## config.mk

```make
export PLATFORM = sky130hd
export DESIGN_NAME = branch_pht
export DESIGN_NICKNAME = d
export VERILOG_FILES = /design/src/rtl/branch_pred_pkg.sv /design/src/rtl/sat_ctr_next.sv /design/src/rtl/branch_pht.sv
export SDC_FILE = /design/constraint.sdc
export NUM_CORES = 1
export LEC_CHECK = 0
export ABC_AREA = 1
export CORE_MARGIN = 5
export CORE_UTILIZATION = 30
export DETAILED_ROUTE_END_ITERATION = 8
export GPL_TIMING_DRIVEN = 0
export SYNTH_ARGS = -nofsm -noshare
export SYNTH_HDL_FRONTEND = slang
export SYNTH_SLANG_ARGS = --single-unit
```

## constraint.sdc

```tcl
create_clock -name clk -period 2.5 [get_ports clk]
set_clock_uncertainty 0.15 [all_clocks]
set_input_delay 0.5 -clock clk [delete_from_list [all_inputs] [get_ports clk]]
set_output_delay 0.5 -clock clk [all_outputs]
set_load 0.01 [all_outputs]
```

## src/rtl/branch_pred_pkg.sv

```systemverilog
// rtl/branch_pred_pkg.sv - shared constants and helpers for the pattern history table
//
// Counter-width limits, weakly-not-taken init value and the PC/GHR index hash.
package branch_pred_pkg;

  localparam int CTR_BITS_MIN = 2;
  localparam int CTR_BITS_MAX = 4;

  // Weakly-not-taken: the largest value whose MSB is still 0.
  function automatic logic [CTR_BITS_MAX-1:0] wnt_value(input int ctr_bits);
    return CTR_BITS_MAX'((1 << (ctr_bits - 1)) - 1);
  endfunction

  // Word-aligned PC bits XOR the history register. A ghr_bits of 0 masks
  // the history out entirely, giving plain bimodal indexing.
  function automatic logic [31:0] hash_index(input logic [31:0] pc,
                                             input logic [31:0] ghr,
                                             input int unsigned index_bits,
                                             input int unsigned ghr_bits);
    logic [31:0] imask;
    logic [31:0] gmask;
    imask = (32'd1 << index_bits) - 32'd1;
    gmask = (32'd1 << ghr_bits) - 32'd1;
    return ((pc >> 2) ^ (ghr & gmask)) & imask;
  endfunction

endpackage

```

## src/rtl/sat_ctr_next.sv

```systemverilog
// rtl/sat_ctr_next.sv - combinational saturating up/down counter step
//
// Ports: cur (current counter), taken (outcome), nxt (counter after outcome).
module sat_ctr_next #(
  parameter int CTR_BITS = 2
) (
  input  logic [CTR_BITS-1:0] cur,
  input  logic                taken,
  output logic [CTR_BITS-1:0] nxt
);

  always_comb begin
    nxt = cur;
    if (taken) begin
      if (cur != {CTR_BITS{1'b1}}) nxt = cur + CTR_BITS'(1);
    end else begin
      if (cur != '0) nxt = cur - CTR_BITS'(1);
    end
  end

endmodule

```

## src/rtl/branch_pht.sv

```systemverilog
// rtl/branch_pht.sv - branch pattern history table with optional gshare indexing
//
// Ports:
//   clk, rst_n        clock, asynchronous active-low reset
//   flush             synchronous clear of table, history and stats
//   pred_req/pred_pc  lookup request; result on pred_valid/pred_taken/pred_ctr next cycle
//   upd_valid/upd_pc/upd_taken/upd_mispred  resolved-branch training strobe
//   mispred_cnt       saturating count of reported mispredictions
module branch_pht
  import branch_pred_pkg::*;
#(
  parameter int CTR_BITS   = 2,
  parameter int INDEX_BITS = 6,
  parameter int GHR_BITS   = 0
) (
  input  logic                clk,
  input  logic                rst_n,
  input  logic                flush,
  input  logic                pred_req,
  input  logic [31:0]         pred_pc,
  output logic                pred_valid,
  output logic                pred_taken,
  output logic [CTR_BITS-1:0] pred_ctr,
  input  logic                upd_valid,
  input  logic [31:0]         upd_pc,
  input  logic                upd_taken,
  input  logic                upd_mispred,
  output logic [15:0]         mispred_cnt
);

  localparam int DEPTH = 1 << INDEX_BITS;
  // Keep at least one history flop so the bimodal build still elaborates;
  // hash_index masks it out when GHR_BITS is 0.
  localparam int GHR_W = (GHR_BITS > 0) ? GHR_BITS : 1;
  localparam logic [CTR_BITS-1:0] WNT = CTR_BITS'(wnt_value(CTR_BITS));

  logic [CTR_BITS-1:0]   table_q [DEPTH];
  logic [GHR_W-1:0]      ghr;
  logic [INDEX_BITS-1:0] pred_idx;
  logic [INDEX_BITS-1:0] upd_idx;
  logic [CTR_BITS-1:0]   upd_cur;
  logic [CTR_BITS-1:0]   upd_next;
  logic [CTR_BITS-1:0]   lookup_ctr;

  // Both indices use the history as it stands at the start of the cycle.
  assign pred_idx = INDEX_BITS'(hash_index(pred_pc, 32'(ghr), INDEX_BITS, GHR_BITS));
  assign upd_idx  = INDEX_BITS'(hash_index(upd_pc, 32'(ghr), INDEX_BITS, GHR_BITS));
  assign upd_cur  = table_q[upd_idx];

  sat_ctr_next #(
    .CTR_BITS(CTR_BITS)
  ) u_sat_ctr_next (
    .cur  (upd_cur),
    .taken(upd_taken),
    .nxt  (upd_next)
  );

  // Write-through: a lookup colliding with this cycle's update sees the
  // counter value that the update is about to store.
  always_comb begin
    lookup_ctr = table_q[pred_idx];
    if (upd_valid && (upd_idx == pred_idx)) lookup_ctr = upd_next;
  end

  assign pred_taken = pred_ctr[CTR_BITS-1];

  always_ff @(posedge clk or negedge rst_n) begin
    if (!rst_n) begin
      for (int i = 0; i < DEPTH; i++) table_q[i] <= WNT;
      ghr         <= '0;
      pred_valid  <= 1'b0;
      pred_ctr    <= '0;
      mispred_cnt <= '0;
    end else if (flush) begin
      // pred_ctr is deliberately held: the output only moves on a valid lookup.
      for (int i = 0; i < DEPTH; i++) table_q[i] <= WNT;
      ghr         <= '0;
      pred_valid  <= 1'b0;
      mispred_cnt <= '0;
    end else begin
      pred_valid <= pred_req;
      if (pred_req) pred_ctr <= lookup_ctr;
      if (upd_valid) begin
        table_q[upd_idx] <= upd_next;
        ghr              <= GHR_W'({ghr, upd_taken});
        if (upd_mispred && (mispred_cnt != 16'hFFFF)) mispred_cnt <= mispred_cnt + 16'd1;
      end
    end
  end

endmodule

```

==> flow_results.org <==
** Status
- Run status :: finished, final reports clean

** Cells and area
- The repair_antennas step left the layout with diodes totalling 0.
- Relative to the synthesized area, the layout overhead comes to 20.3%.
- Number of nets in the finished design :: 1658
- Once layout is done, the placed cells without fillers occupy approximately 0.012 mm².
- The finished layout holds 2041 standard cells, fillers aside.
- Share of cells above drive strength 1 :: between 10% and 20%

** Logic synthesis
- The most used flip-flop cell after synthesis is sky130_fd_sc_hd__dfrtp_1.
- Synthesized flop and latch total :: approximately 150
- Synth cell types :: 36
- The number of nets handed over by synthesis was 1590.
- Number of enable-type register cells in the synthesized netlist :: 0
- Area contributors post-synth :: sky130_fd_sc_hd__nand2_1 (23%), sky130_fd_sc_hd__dfrtp_1 (21%), sky130_fd_sc_hd__dfstp_2 (17%)
- The top cell type by area accounts for between 20% and 30% of the synthesized area.
- Async SR Flop Fraction :: 100%
- Summed over all instances, the cell type with the most area after synthesis is sky130_fd_sc_hd__nand2_1.
- Total number of yosys warnings :: 0
- The mapped netlist covers 0.00974 mm².
- Post-Synthesis Mean Instance Area :: between 6 and 7 µm²
- Gate count of the mapped netlist :: 1518
- For this run, the register share of the synthesized area comes to 38.6%.

** Global routing
- Global routing finished with a remaining overflow of 0.
- Vias in the first global route :: approximately 10000
- Entering global routing, the biggest net connects 80 pins.
- Global-route wire length before repair :: 63300 µm
- Number of antenna violations at the first check in global routing :: 0
- Global routing usage summed across all routing layers :: a little under a quarter

** Pwr
- Power density normalized to cell area :: 556 mW/mm²
- Clock power frac :: 42.6%
- Cell internal power was estimated by the tool at 4.52 mW.
- Of the total power, registers draw around 39%.
- Power, Total :: 6.51 mW
- Across the VDD grid, the largest voltage drop is 352 µV.
- The share of total power dissipated in combinational logic is 18.1%.
- Power dissipated by switching net loads :: approximately 2.0 mW
- P_leak :: 5.17 nW
- Switching Share :: a little over 30%

** Clocking
- At the later pin of the worst-skew pair, clock insertion delay measures 450 ps.
- Clock tree synthesis inserted a total of 17 buffers.
- Clock transition at the registers of the reported paths :: 70 ps
- Sinks on the clock net :: ~150
- The cell sitting at the root of the clock tree is a sky130_fd_sc_hd__clkbuf_16.
- TritonCTS built the clock tree.
- CTS built an H-tree with a depth of 4.
- Worst-case clock buffer depth :: 2

** Job
- Across the run, the number of max-cap violations was 0.

** Critical path
- The setup check on the worst reg-to-reg path leaves a slack of 170 ps.
- Traced cell by cell, the critical path runs through clkdlybuf4s50_1 > inv_2 > buf_2 > nand2_1 > nand3_1 > nand3_1 > nand3_1 > nand2_1 > nand2_1 > nand3_1 > nand2_1 > o21ai_0 > inv_1 > nand2_1 > nand2_1.
- Category of the critical setup timing path :: in2reg
- Endpoint type of the worst setup path :: register
- In this run the worst path has a maximum fanout of 10.
- The number of buffers and inverters on the critical path is 4.
- Worst path required time :: 2690 ps
- Data arrives at the worst endpoint at 2630 ps.
- The worst setup path is launched from an input port.
- The most numerous cell type found on the critical path is sky130_fd_sc_hd__nand2_1.
- Among cell families on the critical path, the largest total delay comes from buffers and inverters.
- Stage delay of the slowest cell on the critical path :: 550 ps
- Master of the slowest instance on the critical path :: sky130_fd_sc_hd__clkdlybuf4s50_1

** Die
- Measured along the x axis, the die boundary spans 190 µm.
- Placeable core region :: 0.0323 mm²
- Number of cell rows :: 66
- Die Outline Area :: 0.0362 mm²
- IO Count :: 91
- Height of the die :: about 190 µm
- The initial utilization of the core area, before any placement, comes to a little over 30%.

** Worst hold path
- The worst hold path belongs to the class reg2reg.

** Detailed routing
- Number of antenna-violating nets in the routed design :: 0
- For this block, the via count after detailed routing is 11000.
- In the final routed layout, each cell accounts on average for 20.8 µm.
- 1st-iter DRT viols :: 1419
- DRC Markers :: 0
- Total wire length after detailed routing :: 42500 µm
- Drt first pass iters :: 8
- Dividing the detail-routed via count by the number of cells gives 5.39.

** STA
- Adding up every negative setup slack in the final design gives 0 ps.
- The number of endpoints with negative hold slack in the final report is 0.
- Achievable Freq :: 409 MHz
- Final Worst Setup Slack :: 56.5 ps
- Setup violations remaining at the end of the flow were counted as 0.
- Measured against its own limit, the worst slew margin works out to 40.7%.
- The routed design could run at a clock period as short as 2440 ps.
- At the pin with the least slew margin, the transition time is 889 ps.
- Number of slew-limit violations in the final report :: 0
- Final period utilization :: roughly 98%

** Placed design
- Total of buffers placed on input and output ports :: 32
- Summing all placed instances gives a cell area of 0.0106 mm².
- The congestion estimate from routability-driven global placement came to 1.00.
- DPL Wire Length :: 29300 µm
- Pre-CTS WS :: -1640 ps
- Counting tap cells, the placed design contains a total of 1993 instances.
==> cells in the final DEF (no fill, tap or decap), drive strengths merged <==
master         synthesis  layout
nand4                  4       4
nor2                 149     149
clkinv                 4       6
clkdlybuf4s18          0       1
bufinv                 0       4
o22ai                  1       1
nor3                  28      28
nor4                   3       3
o2111ai                2       2
xor2                   2       2
clkinvlp               0       8
buf                   45      70
ha                     1       1
o31ai                  2       2
a211oi                 1       1
dlygate4sd3            0       1
clkdlybuf4s50          0      27
o21ai                104     104
dfrtp                 83      83
nand2                611     611
o211a                  1       1
clkbuf                47      64
a21oi                 72      72
or2                    1       1
dfstp                 64      64
xnor2                  1       1
nand3                202     202
inv                   79      75
o211ai                10      10
a31oi                  1       1
==> final timing paths <==
path | start | depth (start not counted) | end
max in group asynchronous | rst_n | 3 | table_q[102]$_DFFE_PN1P_
min reg2reg | pred_ctr[0]$_DFFE_PN0P_ | 2 | pred_ctr[0]$_DFFE_PN0P_
max | pred_pc[2] | 15 | pred_ctr[1]$_DFFE_PN0P_
max reg2reg | table_q[36]$_DFFE_PN1P_ | 12 | table_q[16]$_DFFE_PN1P_
min | pred_ctr[0]$_DFFE_PN0P_ | 2 | pred_ctr[0]$_DFFE_PN0P_
min in group asynchronous | rst_n | 2 | mispred_cnt[5]$_DFFE_PN0P_
==> power by group through the flow <==
| stage | sequential [mW] | combinational [mW] | clock [mW] |
|---|---|---|---|
| after floorplan | 2.57 | 0.598 | 0 |
| after global placement | 2.59 | 1.05 | 0 |
| after detailed placement | 2.59 | 1.06 | 0 |
| after CTS | 2.55 | 1.11 | 2.82 |
| after global routing | 2.56 | 1.25 | 2.90 |
| final | 2.56 | 1.18 | 2.77 |
==> worst reg2reg max path: cells and delay by family, from the launching register on <==
kind / cells / cell delay, ps
AND/OR/NAND/NOR: 7 / 960
flip-flops: 1 / 390
buffers and inverters: 2 / 260
AO/OA/AOI/OAI: 3 / 490
==> synth_stat cells, types with 3 or more instances <==
cell                       instances
sky130_fd_sc_hd__inv_1            76
sky130_fd_sc_hd__buf_2            25
sky130_fd_sc_hd__dfrtp_1          83
sky130_fd_sc_hd__nor3_1           28
sky130_fd_sc_hd__nor4_1            3
sky130_fd_sc_hd__clkbuf_1         47
sky130_fd_sc_hd__inv_2             3
sky130_fd_sc_hd__o21ai_0          73
sky130_fd_sc_hd__o211ai_1         10
sky130_fd_sc_hd__o21ai_1          10
sky130_fd_sc_hd__a21oi_1          72
sky130_fd_sc_hd__nand2_1         609
sky130_fd_sc_hd__nand3_1         201
sky130_fd_sc_hd__dfstp_2          64
sky130_fd_sc_hd__clkinv_1          4
sky130_fd_sc_hd__buf_1             9
sky130_fd_sc_hd__o21ai_2          21
sky130_fd_sc_hd__nand4_1           4
sky130_fd_sc_hd__nor2_1          148
sky130_fd_sc_hd__buf_6             7
==> sequential cells by signal, summed over array words and instances, names as in the netlist <==
signal,count
pred_ctr,2
mispred_cnt,16
pred_valid,1
table_q,128
==> routing by layer <==
layer,vias up,GRT usage [%],share of wire (%)
met5,-,0,0
met4,0,11.7,5.7
met3,154,5.65,10
met2,662,36.3,44
met1,5155,30.0,40
li1,5035,-,-
==> through the flow <==
step	utilization, %	hold WS [ps]
floorplan	-	54.4
global placement	32.9	319
detailed placement	32.9	328
CTS	35.7	343
global route	36.3	380
finish	36.3	336
==> layout make-up <==
type	instances	area [µm²]
clock buffer	22	454
clock inverter	10	158
sequential	147	3760
fill	3499	20600
inverter	83	343
multi-input combinational	1196	5400
buffer	91	568
tap	442	553
timing repair buffer	50	472
==> kinds of logic (layout without fill, tap and decap cells) <==
kind of cell,after synthesis,count (layout),share of synthesized area [%]
compound gates,194,194,11.3
fa+ha+maj,1,1,0.128
buf+inv,175,256,7.92
xor+xnor,3,3,0.270
simple gates,998,998,41.8
flops,147,147,38.6
==> repair_timing <==
item                                    in CTS  in global routing
endpoints found under the hold margin       38                  0
endpoints found under the setup margin     131                129
gates resized for setup                     91                 68
pin swaps                                    4                  9
hold buffers                                 1                  0
buffers inserted                             4                 12
Power figures use the tool's default switching activity.
